==> src/rtl/fetch_pkg.sv <==
// Shared types and constants for the instruction fetch stage: the entry
// format stored in the prefetch queue and the fetch word geometry.
package fetch_pkg;

    localparam int XLEN        = 32;
    localparam int INSTR_BYTES = 4;
    localparam logic [XLEN-1:0] NOP_INSTR = '0;

    typedef struct packed {
        logic [XLEN-1:0] instr;
        logic [XLEN-1:0] pc;
        logic [XLEN-1:0] pc4;
    } fetch_entry_t;

endpackage

==> src/rtl/fetch_queue.sv <==
// Circular prefetch FIFO of fetch entries with a flush that empties it in one
// edge; the head reads as a NOP entry with zero PCs whenever the queue is empty.
module fetch_queue
    import fetch_pkg::*;
#(
    parameter int DEPTH = 4
) (
    input  logic                 clk,
    input  logic                 reset,
    input  logic                 push_i,
    input  fetch_entry_t         entry_i,
    input  logic                 pop_i,
    input  logic                 flush_i,
    output logic [$clog2(DEPTH):0] count_o,
    output fetch_entry_t         head_o
);

    localparam int PW = $clog2(DEPTH);

    fetch_entry_t   mem_q [DEPTH];
    logic [PW-1:0]  head_q, head_d;
    logic [PW-1:0]  tail_q, tail_d;
    logic [PW:0]    count_q, count_d;
    logic           do_push;
    logic           do_pop;

    // A flush voids both the incoming response and any pop in the same cycle.
    assign do_push = push_i && !flush_i;
    assign do_pop  = pop_i && (count_q != '0) && !flush_i;

    always_comb begin
        head_d  = head_q;
        tail_d  = tail_q;
        count_d = count_q;
        if (flush_i) begin
            head_d  = '0;
            tail_d  = '0;
            count_d = '0;
        end else begin
            if (do_push) tail_d = tail_q + 1'b1;
            if (do_pop)  head_d = head_q + 1'b1;
            if (do_push && !do_pop) begin
                count_d = count_q + 1'b1;
            end else if (!do_push && do_pop) begin
                count_d = count_q - 1'b1;
            end
        end
    end

    always_ff @(posedge clk) begin
        if (!reset) begin
            head_q  <= '0;
            tail_q  <= '0;
            count_q <= '0;
        end else begin
            head_q  <= head_d;
            tail_q  <= tail_d;
            count_q <= count_d;
        end
    end

    always_ff @(posedge clk) begin
        if (do_push) mem_q[tail_q] <= entry_i;
    end

    assign count_o = count_q;
    assign head_o  = (count_q != '0) ? mem_q[head_q]
                                     : '{instr: NOP_INSTR, pc: '0, pc4: '0};

endmodule

==> src/rtl/instruction_fetch_queue.sv <==
// Fetch stage: owns the PC, issues word reads to a 1-cycle instruction memory,
// buffers responses in a prefetch queue and hands them to decode via valid/ready.
module instruction_fetch_queue #(
    parameter int              XLEN     = fetch_pkg::XLEN,
    parameter int              DEPTH    = 4,
    parameter logic [XLEN-1:0] RESET_PC = '0
) (
    input  logic            clk,
    input  logic            reset,
    output logic            imem_req,
    output logic [XLEN-1:0] imem_addr,
    input  logic [XLEN-1:0] imem_rdata,
    input  logic            branch_taken,
    input  logic [XLEN-1:0] branch_target,
    input  logic            jump_taken,
    input  logic [XLEN-1:0] jump_target,
    output logic            out_valid,
    input  logic            out_ready,
    output logic [XLEN-1:0] out_instr,
    output logic [XLEN-1:0] out_pc,
    output logic [XLEN-1:0] out_pc4
);

    import fetch_pkg::*;

    localparam int            CW      = $clog2(DEPTH) + 1;
    localparam logic [CW:0]   DEPTH_W = DEPTH[CW:0];
    localparam logic [XLEN-1:0] STEP  = XLEN'(INSTR_BYTES);

    logic [XLEN-1:0] pc_q, pc_d;
    logic [XLEN-1:0] issued_pc_q, issued_pc_d;
    logic            inflight_q, inflight_d;
    logic [XLEN-1:0] target;
    logic            redirect;
    logic            issue;
    logic            pop;
    logic [CW-1:0]   count;
    logic [CW:0]     occupancy;
    fetch_entry_t    resp_entry;
    fetch_entry_t    head;

    // Branch wins over jump; targets are forced onto a word boundary.
    assign redirect  = branch_taken | jump_taken;
    assign target    = branch_taken ? {branch_target[XLEN-1:2], 2'b00}
                                    : {jump_target[XLEN-1:2], 2'b00};

    // The outstanding read already owns a slot, so it counts as occupied.
    assign occupancy = {1'b0, count} + {{CW{1'b0}}, inflight_q};
    assign issue     = reset && !redirect && (occupancy < DEPTH_W);

    always_comb begin
        pc_d        = pc_q;
        issued_pc_d = issued_pc_q;
        inflight_d  = 1'b0;
        if (redirect) begin
            pc_d = target;
        end else if (issue) begin
            pc_d        = pc_q + STEP;
            issued_pc_d = pc_q;
            inflight_d  = 1'b1;
        end
    end

    always_ff @(posedge clk) begin
        if (!reset) begin
            pc_q        <= {RESET_PC[XLEN-1:2], 2'b00};
            issued_pc_q <= '0;
            inflight_q  <= 1'b0;
        end else begin
            pc_q        <= pc_d;
            issued_pc_q <= issued_pc_d;
            inflight_q  <= inflight_d;
        end
    end

    assign resp_entry = '{instr: imem_rdata, pc: issued_pc_q, pc4: issued_pc_q + STEP};
    assign pop        = out_valid && out_ready;

    fetch_queue #(
        .DEPTH (DEPTH)
    ) u_queue (
        .clk     (clk),
        .reset   (reset),
        .push_i  (inflight_q),
        .entry_i (resp_entry),
        .pop_i   (pop),
        .flush_i (redirect),
        .count_o (count),
        .head_o  (head)
    );

    assign imem_req  = issue;
    assign imem_addr = pc_q;
    assign out_valid = (count != '0);
    assign out_instr = head.instr;
    assign out_pc    = head.pc;
    assign out_pc4   = head.pc4;

endmodule

==> config.mk <==
export PLATFORM = sky130hd
export DESIGN_NAME = instruction_fetch_queue
export DESIGN_NICKNAME = d
export VERILOG_FILES = /design/src/rtl/fetch_pkg.sv /design/src/rtl/fetch_queue.sv /design/src/rtl/instruction_fetch_queue.sv
export SDC_FILE = /design/constraint.sdc
export NUM_CORES = 1
export LEC_CHECK = 0
export CAP_MARGIN = 0
export CORE_MARGIN = 3
export CORE_UTILIZATION = 59
export CTS_BUF_LIST = sky130_fd_sc_hd__clkbuf_16
export CTS_CLUSTER_DIAMETER = 50
export CTS_CLUSTER_SIZE = 16
export DETAILED_ROUTE_END_ITERATION = 10
export GPL_ROUTABILITY_DRIVEN = 0
export PLACE_DENSITY = 0.94
export SLEW_MARGIN = 20
export SYNTH_ARGS = -nofsm -noshare
export SYNTH_HDL_FRONTEND = slang
export SYNTH_SLANG_ARGS = --single-unit
==> constraint.sdc <==
create_clock -name clk -period 9.74 [get_ports clk]
set_clock_uncertainty 0.05 [all_clocks]
set_input_delay 1.948 -clock clk [delete_from_list [all_inputs] [get_ports clk]]
set_output_delay 1.948 -clock clk [all_outputs]
set_load 0.005 [all_outputs]
==> impl_results.md, run 1 <==
* Setup TNS at 0 ns
* EDFF count, synth at approximately 370
* Max FO, Critical Path at 36
* Iter 0 DRT Violations at 910
* Core Area at roughly 29000 sq um
* Hold Crit Start: imem_addr[21]
* Postcts setup bufs at 0
* Root buffer cell: clkbuf_16
* Setup violators final at 0
* Hold Crit Class: flip-flop to flip-flop
* Leakage at between 0.007 and 0.008 uW
* Final wirelength at 38300 microns
* R2R Path End: imem_addr[29]
* DRC viols at 0
* Crit path launch type: input pin
* Leading cell type in the layout, fill and taps excluded: edfxtp_1
* All-layer global routing usage at 23.4%
* Antenna Cells at 0
* Post-synthesis mux area share at between 10% and 20%
* Largest net degree at the start of global routing at 96
* Fin worst setup slack at around 2.3 ns
* Ys flop type: edfxtp_1
* Register clock-pin slew on the reported worst setup and hold paths at ~0.07 ns
* Max transition margin at 34.4%
* Status: finished clean
* VDD IR-drop max at between 0.1 and 0.15 mV
* Htree depth at 2
* Worst Tran Pin Value at approximately 0.98 ns
* Cell depth of the worst flop-to-flop path at 6
* End of the worst hold path: issued_pc_q[21]
* Share of cells above drive strength 1 at between 10 and 15%
* Final hold slack at between 0.4 and 0.5 ns
* Sequential area share after synthesis at a little over two thirds
* Chip height at ~180 microns
* Synth Warn # at 0
* RSZ-0062 raised after global routing: no
* Vias/cell at just over 6
* Horiz. Die Dim at about 180 microns
* Vias in the first global route at about 10k
* Antenna Nets Post-Route at 0
* Initial Util at 60.9%
* FP Rows at 62
* Post-Synth Adder-Cell Area at 0.604%
* Clock sinks at approximately 440
* Total I/O pin count at 231
* Post-synthesis average cell area at approximately 16 sq um
* Most frequent cells in the layout: edfxtp_1, clkdlybuf4s50_1, and2_1
* First-pass GRT wire length at just under 60000 microns
* Final period util at 76.0%
* Post-layout min period at 7.40 ns
* Post-layout util at 73.1%
* Compound-Gate Fraction of Synth Area at 3.91%
* Total grt overflow at 0
* Xor and xnor area share after synthesis at between 2 and 3%
* IO Port Bufs at 220
* Worst Path Arrival at ~5.4 ns
* Total power at around 3500 uW
* Final hold violation count at 0
* Critical R2R Launch: inflight_q
* Distinct cell type count after synthesis at 59
* 1st-pass router iterations at 5
* Simple-gate share of the synthesized area at under 10%
* R2r setup slk at between 6 and 7 ns
* Post-Syn Area at 17800 sq um
* Final slew viol count at 0
* Setup WS pre-CTS at roughly 2.4 ns
* Fill cells at 1727
* # resized after CTS at 0
* Largest family of logic cells by synthesized area: multiplexers
* Initial antenna violation count at 0
* CTS tree: done
* Async SR Flop Fraction at 0%
* Power per Cell Area at around 160 nW/um^2
* Clock latency on the worst-skew pair at ~0.52 ns
* Worst hold path stage count at 2
* Num CTS Buffers at 35
* Crit. End Element: output pin
* DR vias at approximately 10k
* Maximum clock rate at between 100 and 150 MHz
* Nets at 1401
* Max-Cap Viols at 0
* Overall die area at around 32000 sq um
* CP Class: input pin to output pin
* Wire length per cell at 22.6 microns
* Post-CTS Hold Buffers at 0
* Area Overhead vs Synth at 19.9%
* Critical Path RT at approximately 7.7 ns
* Clock Path Buffers at 3
* Flops & latches, synth at 438
* DP HPWL at between 20000 and 25000 microns
* Cells after Synth at 1087
-- worst max-delay path: stages --
cell and delay (ns):
clkdlybuf4s50_1 0.96, nor2_1 0.08, buf_4 0.24, nand3_2 0.51
clkinv_1 0.93, clkdlybuf4s50_1 0.71
-- registers in the layout (all words and copies together), names as in the netlist, named ones only --
name             flops
imem_addr           30
inflight_q           1
issued_pc_q         30
u_queue.count_o      3
u_queue.head_q       2
u_queue.mem_q      368
u_queue.tail_q       2
-- per-layer routing --
layer	global-route usage [%]	share of wire, %	vias up
li1	-	-	4588
met1	32.2	39	5203
met2	39.4	50	515
met3	4.26	8.0	73
met4	6.03	2.4	0
met5	0	0	-
-- worst max path at each step --
stage                     cells past startpoint                   end          from
final                                         6              imem_req  branch_taken
after global routing                          6              imem_req  branch_taken
after CTS                                     6              imem_req  branch_taken
after detailed placement                      6              imem_req  branch_taken
after global placement                        6              imem_req  branch_taken
after floorplan                               4  u_queue.mem_q[0][10]    jump_taken
-- logic make-up (layout without fill, tap and decap cells) --
| logic type | Yosys count | count (layout) |
|---|---|---|
| multiplexers | 98 | 98 |
| buffers and inverters | 81 | 299 |
| AND/OR/NAND/NOR | 302 | 302 |
| flip-flops | 438 | 438 |
| AO/OA/AOI/OAI | 108 | 108 |
| XOR/XNOR | 51 | 51 |
| other | 1 | 6 |
| adder cells (fa/ha/maj) | 8 | 8 |
-- Yosys cell counts, types with 3 or more instances --
| library cell | n | area (sq um) |
|---|---|---|
| a222oi_1 | 3 | 30.0 |
| edfxtp_1 | 368 | 11100 |
| mux4_2 | 92 | 2070 |
| nor4_1 | 3 | 18.8 |
| o221ai_1 | 12 | 105 |
| buf_2 | 18 | 90.1 |
| a22oi_1 | 3 | 22.5 |
| xnor2_1 | 26 | 228 |
| and4_1 | 6 | 52.6 |
| o22ai_1 | 9 | 56.3 |
| a21oi_1 | 49 | 245 |
| nand2_1 | 85 | 319 |
| nand3_1 | 32 | 160 |
| a211oi_1 | 5 | 37.5 |
| o21ai_0 | 10 | 50.1 |
| buf_1 | 3 | 11.3 |
| inv_1 | 12 | 45.0 |
| mux2i_1 | 6 | 60.1 |
| or2_2 | 3 | 18.8 |
| nor2b_1 | 5 | 31.3 |
| buf_4 | 6 | 45.0 |
| and2_1 | 96 | 601 |
| and3_1 | 10 | 62.6 |
| dfxtp_1 | 70 | 1400 |
| ha_1 | 7 | 87.6 |
| xor2_1 | 25 | 219 |
| nor3_1 | 9 | 45.0 |
| clkbuf_1 | 37 | 139 |
| nand4_1 | 14 | 87.6 |
| nor2_1 | 26 | 97.6 |
-- stage by stage --
stage | cells | area [sq um]
after floorplan | 1092 | 17800
after detailed placement | 1638 | 20300
after CTS | 1693 | 21300
after global placement | 1638 | 20300
after global routing | 1694 | 21400
final | 1694 | 21400
-- area by class of cell --
cell class              count  area (sq um)  share of cell area, %
repair buffers            230          2300                   10.8
flip-flops and latches    438         12500                   58.3
clock inverters            18           114                  0.533
clock buffers              37           926                   4.33
multi-input cells         573          5030                   23.6
inverters                  14          52.6                  0.246
well taps                 384           480                   2.25
-- power by group --
| group | internal [uW] | switching [uW] | total, uW | leakage [uW] |
|---|---|---|---|---|
| combinational | 77.2 | 59.7 | 137 | 0.00235 |
| clock | 712 | 611 | 1320 | 0.000536 |
| sequential | 2030 | 27.2 | 2060 | 0.00420 |
| total | 2820 | 698 | 3520 | 0.00709 |
Note: power is estimated with default switching activity, not from simulation.
==> inputs of run 2 (changes only) <==
CORE_UTILIZATION = 55   (was 59)
PLACE_DENSITY = 0.9   (was 0.94)
clock period = 7.6 ns   (was 9.74 ns; I/O delays follow)
==> impl_results.md, run 2 (synthesis results as in run 1) <==
* Worst Path Arrival at between 4 and 5 ns
* Most frequent cells in the layout: edfxtp_1, clkdlybuf4s50_1, and2_1
* Max reg flops at between 300 and 400
* Antenna Cells at 0
* Iter 0 DRT Violations at about 780
* Reg with most FFs: u_queue.mem_q
* Final period util at 80.4%
* Reg area at about 12000 sq um
* Clock latency on the worst-skew pair at approximately 0.52 ns
* # resized after CTS at 0
* Final wirelength at 37900 microns
* Leakage at 0.00720 uW
* First-pass GRT wire length at around 59000 microns
* Status: finished clean
* Multi-input gate area at about 5000 sq um
* Post-CTS Hold Buffers at 0
* Max FO, Critical Path at 36
* Total I/O pin count at between 200 and 250
* 1st-pass router iterations at 5
* Horiz. Die Dim at between 150 and 200 microns
* Worst hold path stage count at 2
* Initial antenna violation count at 0
* Post-layout min period at 6.11 ns
* Sw Ratio at 19.8%
* Antenna Nets Post-Route at 0
* DP HPWL at around 24000 microns
* R2r setup slk at about 4.5 ns
* Vias/cell at approximately 6.0
* Final hold slack at between 0.4 and 0.5 ns
* FP Rows at 65
* Max transition margin at a little under a third
* RSZ-0062 raised after global routing: no
* Htree depth at 2
* Setup violators final at 0
* Net switching power figure at between 900 and 1000 uW
* Max-Cap Viols at 0
* CTS tree: done
* Worst Tran Pin Value at between 1 and 1.5 ns
* DRC viols at 0
* Register clock-pin slew on the reported worst setup and hold paths at 0.06 ns
* Hold Crit Start: imem_addr[26]
* Overall die area at about 35000 sq um
* Hold Crit Class: flip-flop to flip-flop
* Num CTS Buffers at 38
* Postcts setup bufs at 0
* Vias in the first global route at slightly above 10k
* Crit path launch type: input pin
* Total grt overflow at 0
* Setup TNS at 0 ns
* Initial Util at 56.2%
* Nets at approximately 1.4k
* Leading cell type in the layout, fill and taps excluded: edfxtp_1
* Clock Power Share at 41.0%
* Crit. End Element: output pin
* Clock Path Buffers at 3
* Clock sinks at between 400 and 500
* End of the worst hold path: issued_pc_q[26]
* Largest net degree at the start of global routing at between 90 and 100
* Comb power frac at under 10%
* CP Class: input pin to output pin
* Wire length per cell at between 20 and 25 microns
* Critical Path RT at slightly above 6 ns
* Area Overhead vs Synth at 21.5%
* R2R Path End: imem_addr[25]
* IO Port Bufs at 220
* DR vias at roughly 10k
* Pint at around 3800 uW
* All-layer global routing usage at around 22%
* Maximum clock rate at 164 MHz
* Chip height at approximately 190 microns
* Root buffer cell: clkbuf_16
* Core Area at approximately 32000 sq um
* Share of cells above drive strength 1 at 13.6%
* Cell depth of the worst flop-to-flop path at 7
* Final slew viol count at 0
* Fill cells at about 2k
* VDD IR-drop max at approximately 0.15 mV
* Critical R2R Launch: inflight_q
* Reg power frac at 55.3%
* Final hold violation count at 0
* Power per Cell Area at approximately 220 nW/um^2
run 2: changes by cell type in the layout (fill, tap and decap cells not counted), sizes merged:
cell      delta
inv          -1
clkbuf       +4
bufinv       +3
clkinv       +5
clkinvlp     -1
buf          +3
run 2: final cells by class:
type | instances | area share, %
Sequential cell | 438 | 57.6
Multi-Input combinational cell | 573 | 23.3
Timing Repair Buffer | 233 | 10.7
Clock buffer | 41 | 4.74
Tap cell | 402 | 2.32
Clock inverter | 24 | 1.11
Inverter | 14 | 0.243
run 2: critical path, cell delays in order:
cell and delay (ns):
clkdlybuf4s50_1 0.86, nor2_1 0.16, nand3_2 0.10, buf_4 0.35, clkinv_1 0.84, clkdlybuf4s50_1 0.69
run 2: layer usage:
metal | up-vias | GRT usage (%) | share of wire, % | routed length, microns
met3 | 76 | 4.73 | 7.9 | 3000
met2 | 466 | 36.9 | 50 | 18900
met4 | 0 | 7.42 | 3.2 | 1220
li1 | 4611 | - | - | -
met1 | 5121 | 29.1 | 39 | 14800
met5 | - | 0 | 0 | 0
run 2: worst max-delay path by stage:
stage               startpoint              endpoint  slack (ns)  depth (start not counted)
finish              jump_taken              imem_req        1.49                          6
global route        jump_taken              imem_req        1.27                          6
CTS                 jump_taken              imem_req        1.53                          6
detailed placement  jump_taken              imem_req        1.53                          6
global placement    jump_taken              imem_req        1.60                          6
floorplan           jump_taken  u_queue.mem_q[0][10]        2.80                          4
run 2: power groups by stage:
| stage | Clock, uW | Sequential [uW] | Combinational (uW) |
|---|---|---|---|
| global placement | 0 | 2690 | 170 |
| CTS | 1980 | 2640 | 177 |
| finish | 1950 | 2640 | 177 |
| global route | 2080 | 2640 | 191 |
| detailed placement | 0 | 2690 | 175 |
| floorplan | 0 | 2680 | 69.7 |
run 2: per-stage QoR:
step                cells  total power (uW)  setup WS [ns]  instance area [sq um]  util, %
global route         1725              4920           1.27                  21600     68.2
global placement     1659              2860           1.60                  20300     64.1
CTS                  1724              4800           1.53                  21600     68.1
detailed placement   1659              2870           1.53                  20300     64.1
finish               1725              4770           1.49                  21600     68.2
floorplan            1092              2750           2.80                  17800        -
==> inputs of run 3 (changes only) <==
CORE_UTILIZATION = 50   (was 55)
PLACE_DENSITY = 0.86   (was 0.9)
clock period = 5 ns   (was 7.6 ns; I/O delays follow)
==> impl_results.md, run 3 (synthesis results as in run 1) <==
* Status: finished clean
* Comb power frac at between 3 and 4%
* Setup violators final at 0
* Antenna Nets Post-Route at 0
* RSZ-0062 raised after global routing: no
* Final period util at between 70 and 80%
* First-pass GRT wire length at around 60000 microns
* Sw Ratio at approximately 20%
* Met2 usage at 34.0%
* Most frequent cells in the layout: edfxtp_1, clkdlybuf4s50_1, and2_1
* Vias/cell at approximately 5.7
* VDD IR-drop max at 0.200 mV
* Reg with most FFs: u_queue.mem_q
* Max-Cap Viols at 0
* Initial Util at approximately half
* Hold Crit Class: flip-flop to flip-flop
* Cell depth of the worst flop-to-flop path at 8
* Leading cell type in the layout, fill and taps excluded: edfxtp_1
* Final hold slack at ~0.48 ns
* Postcts setup bufs at 0
* Crit path launch type: flip-flop
* Clock Path Buffers at 3
* Final hold violation count at 0
* Worst hold path stage count at 2
* Overall die area at 37900 sq um
* Max transition margin at roughly a third
* Final wirelength at roughly 38000 microns
* Pint at 5710 uW
* Leakage at 0.00724 uW
* Wire length per cell at 21.2 microns
* Power per Cell Area at approximately 330 nW/um^2
* Antenna Cells at 0
* Area Overhead vs Synth at 22.3%
* Post-layout min period at a little under 4 ns
* Vias in the first global route at 10.6k
* # resized after CTS at 0
* Worst Path Arrival at between 2 and 3 ns
* GRT busiest layer: met2
* CP Class: flip-flop to output pin
* Share of cells above drive strength 1 at approximately 14%
* Total I/O pin count at ~230
* Post-layout util at 62.6%
* Horiz. Die Dim at 195 microns
* FP Rows at slightly below 70
* Met3 usage at about 3.7%
* Total grt overflow at 0
* Largest net degree at the start of global routing at 62
* Net switching power figure at 1410 uW
* Register clock-pin slew on the reported worst setup and hold paths at around 0.060 ns
* Hold Crit Start: imem_addr[31]
* Crit. End Element: output pin
* Chip height at 195 microns
* Maximum clock rate at between 200 and 300 MHz
* All-layer global routing usage at between 15 and 20%
* Final slew viol count at 0
* DR vias at around 10k
* Max reg flops at ~370
* DP HPWL at 24200 microns
* Nets at roughly 1.4k
* Reg power frac at 56.4%
* Num CTS Buffers at 38
* Post-CTS Hold Buffers at 0
* IO Port Bufs at 220
* Core Area at between 30000 and 40000 sq um
* Htree depth at 2
* Initial antenna violation count at 0
* Root buffer cell: clkbuf_16
* Clock latency on the worst-skew pair at roughly 0.52 ns
* 1st-pass router iterations at 5
* Iter 0 DRT Violations at 652
* Clock sinks at ~440
* DRC viols at 0
* Max FO, Critical Path at 24
* Total power at between 7000 and 8000 uW
* Critical R2R Launch: u_queue.count_o[0]
* M1 GR Usage at a little over a quarter
* CTS tree: done
* Worst Tran Pin Value at approximately 0.99 ns
* Setup TNS at 0 ns
* Critical Path RT at roughly 4.0 ns
* Clock Power Share at about two fifths
run 3: power by group through the flow:
| stage | combinational [uW] | sequential, uW | clock, uW |
|---|---|---|---|
| after global placement | 260 | 4090 | 0 |
| after global routing | 292 | 4020 | 3050 |
| after floorplan | 106 | 4080 | 0 |
| after CTS | 269 | 4010 | 2920 |
| final | 269 | 4010 | 2840 |
| after detailed placement | 266 | 4090 | 0 |
run 3: layout make-up:
| cell class | instances | area [sq um] |
|---|---|---|
| Clock inverter | 23 | 190 |
| Fill cell | 2442 | 13000 |
| Timing Repair Buffer | 241 | 2450 |
| Tap cell | 455 | 569 |
| Multi-Input combinational cell | 573 | 5030 |
| Sequential cell | 438 | 12500 |
| Clock buffer | 41 | 1030 |
| Inverter | 14 | 52.6 |
run 3: worst paths after layout:
| kind | slack (ns) | end |
|---|---|---|
| min reg2reg | 0.48 | issued_pc_q[31] |
| max | 1.10 | out_pc[22] |
| min | 0.48 | issued_pc_q[31] |
| max reg2reg | 2.03 | u_queue.count_o[2] |
run 3: routing by layer:
| metal | vias to the layer above | part of all wire [%] |
|---|---|---|
| met1 | 5148 | 40 |
| li1 | 4637 | - |
| met3 | 55 | 7.3 |
| met4 | 0 | 2.2 |
| met2 | 404 | 50 |
| met5 | - | 0 |
run 3: metrics by stage:
step | area [sq um] | cells | setup slack, ns
CTS | 21800 | 1785 | 1.01
floorplan | 17800 | 1092 | 0.719
global route | 21800 | 1785 | 0.915
detailed placement | 20600 | 1721 | 1.42
finish | 21800 | 1785 | 1.10
global placement | 20600 | 1721 | 1.46
run 3: critical path, stage by stage (launching register included):
cell and delay [ns]:
dfxtp_4 0.67, buf_4 0.43, mux4_2 0.56, and2_1 0.20, clkdlybuf4s50_1 0.47
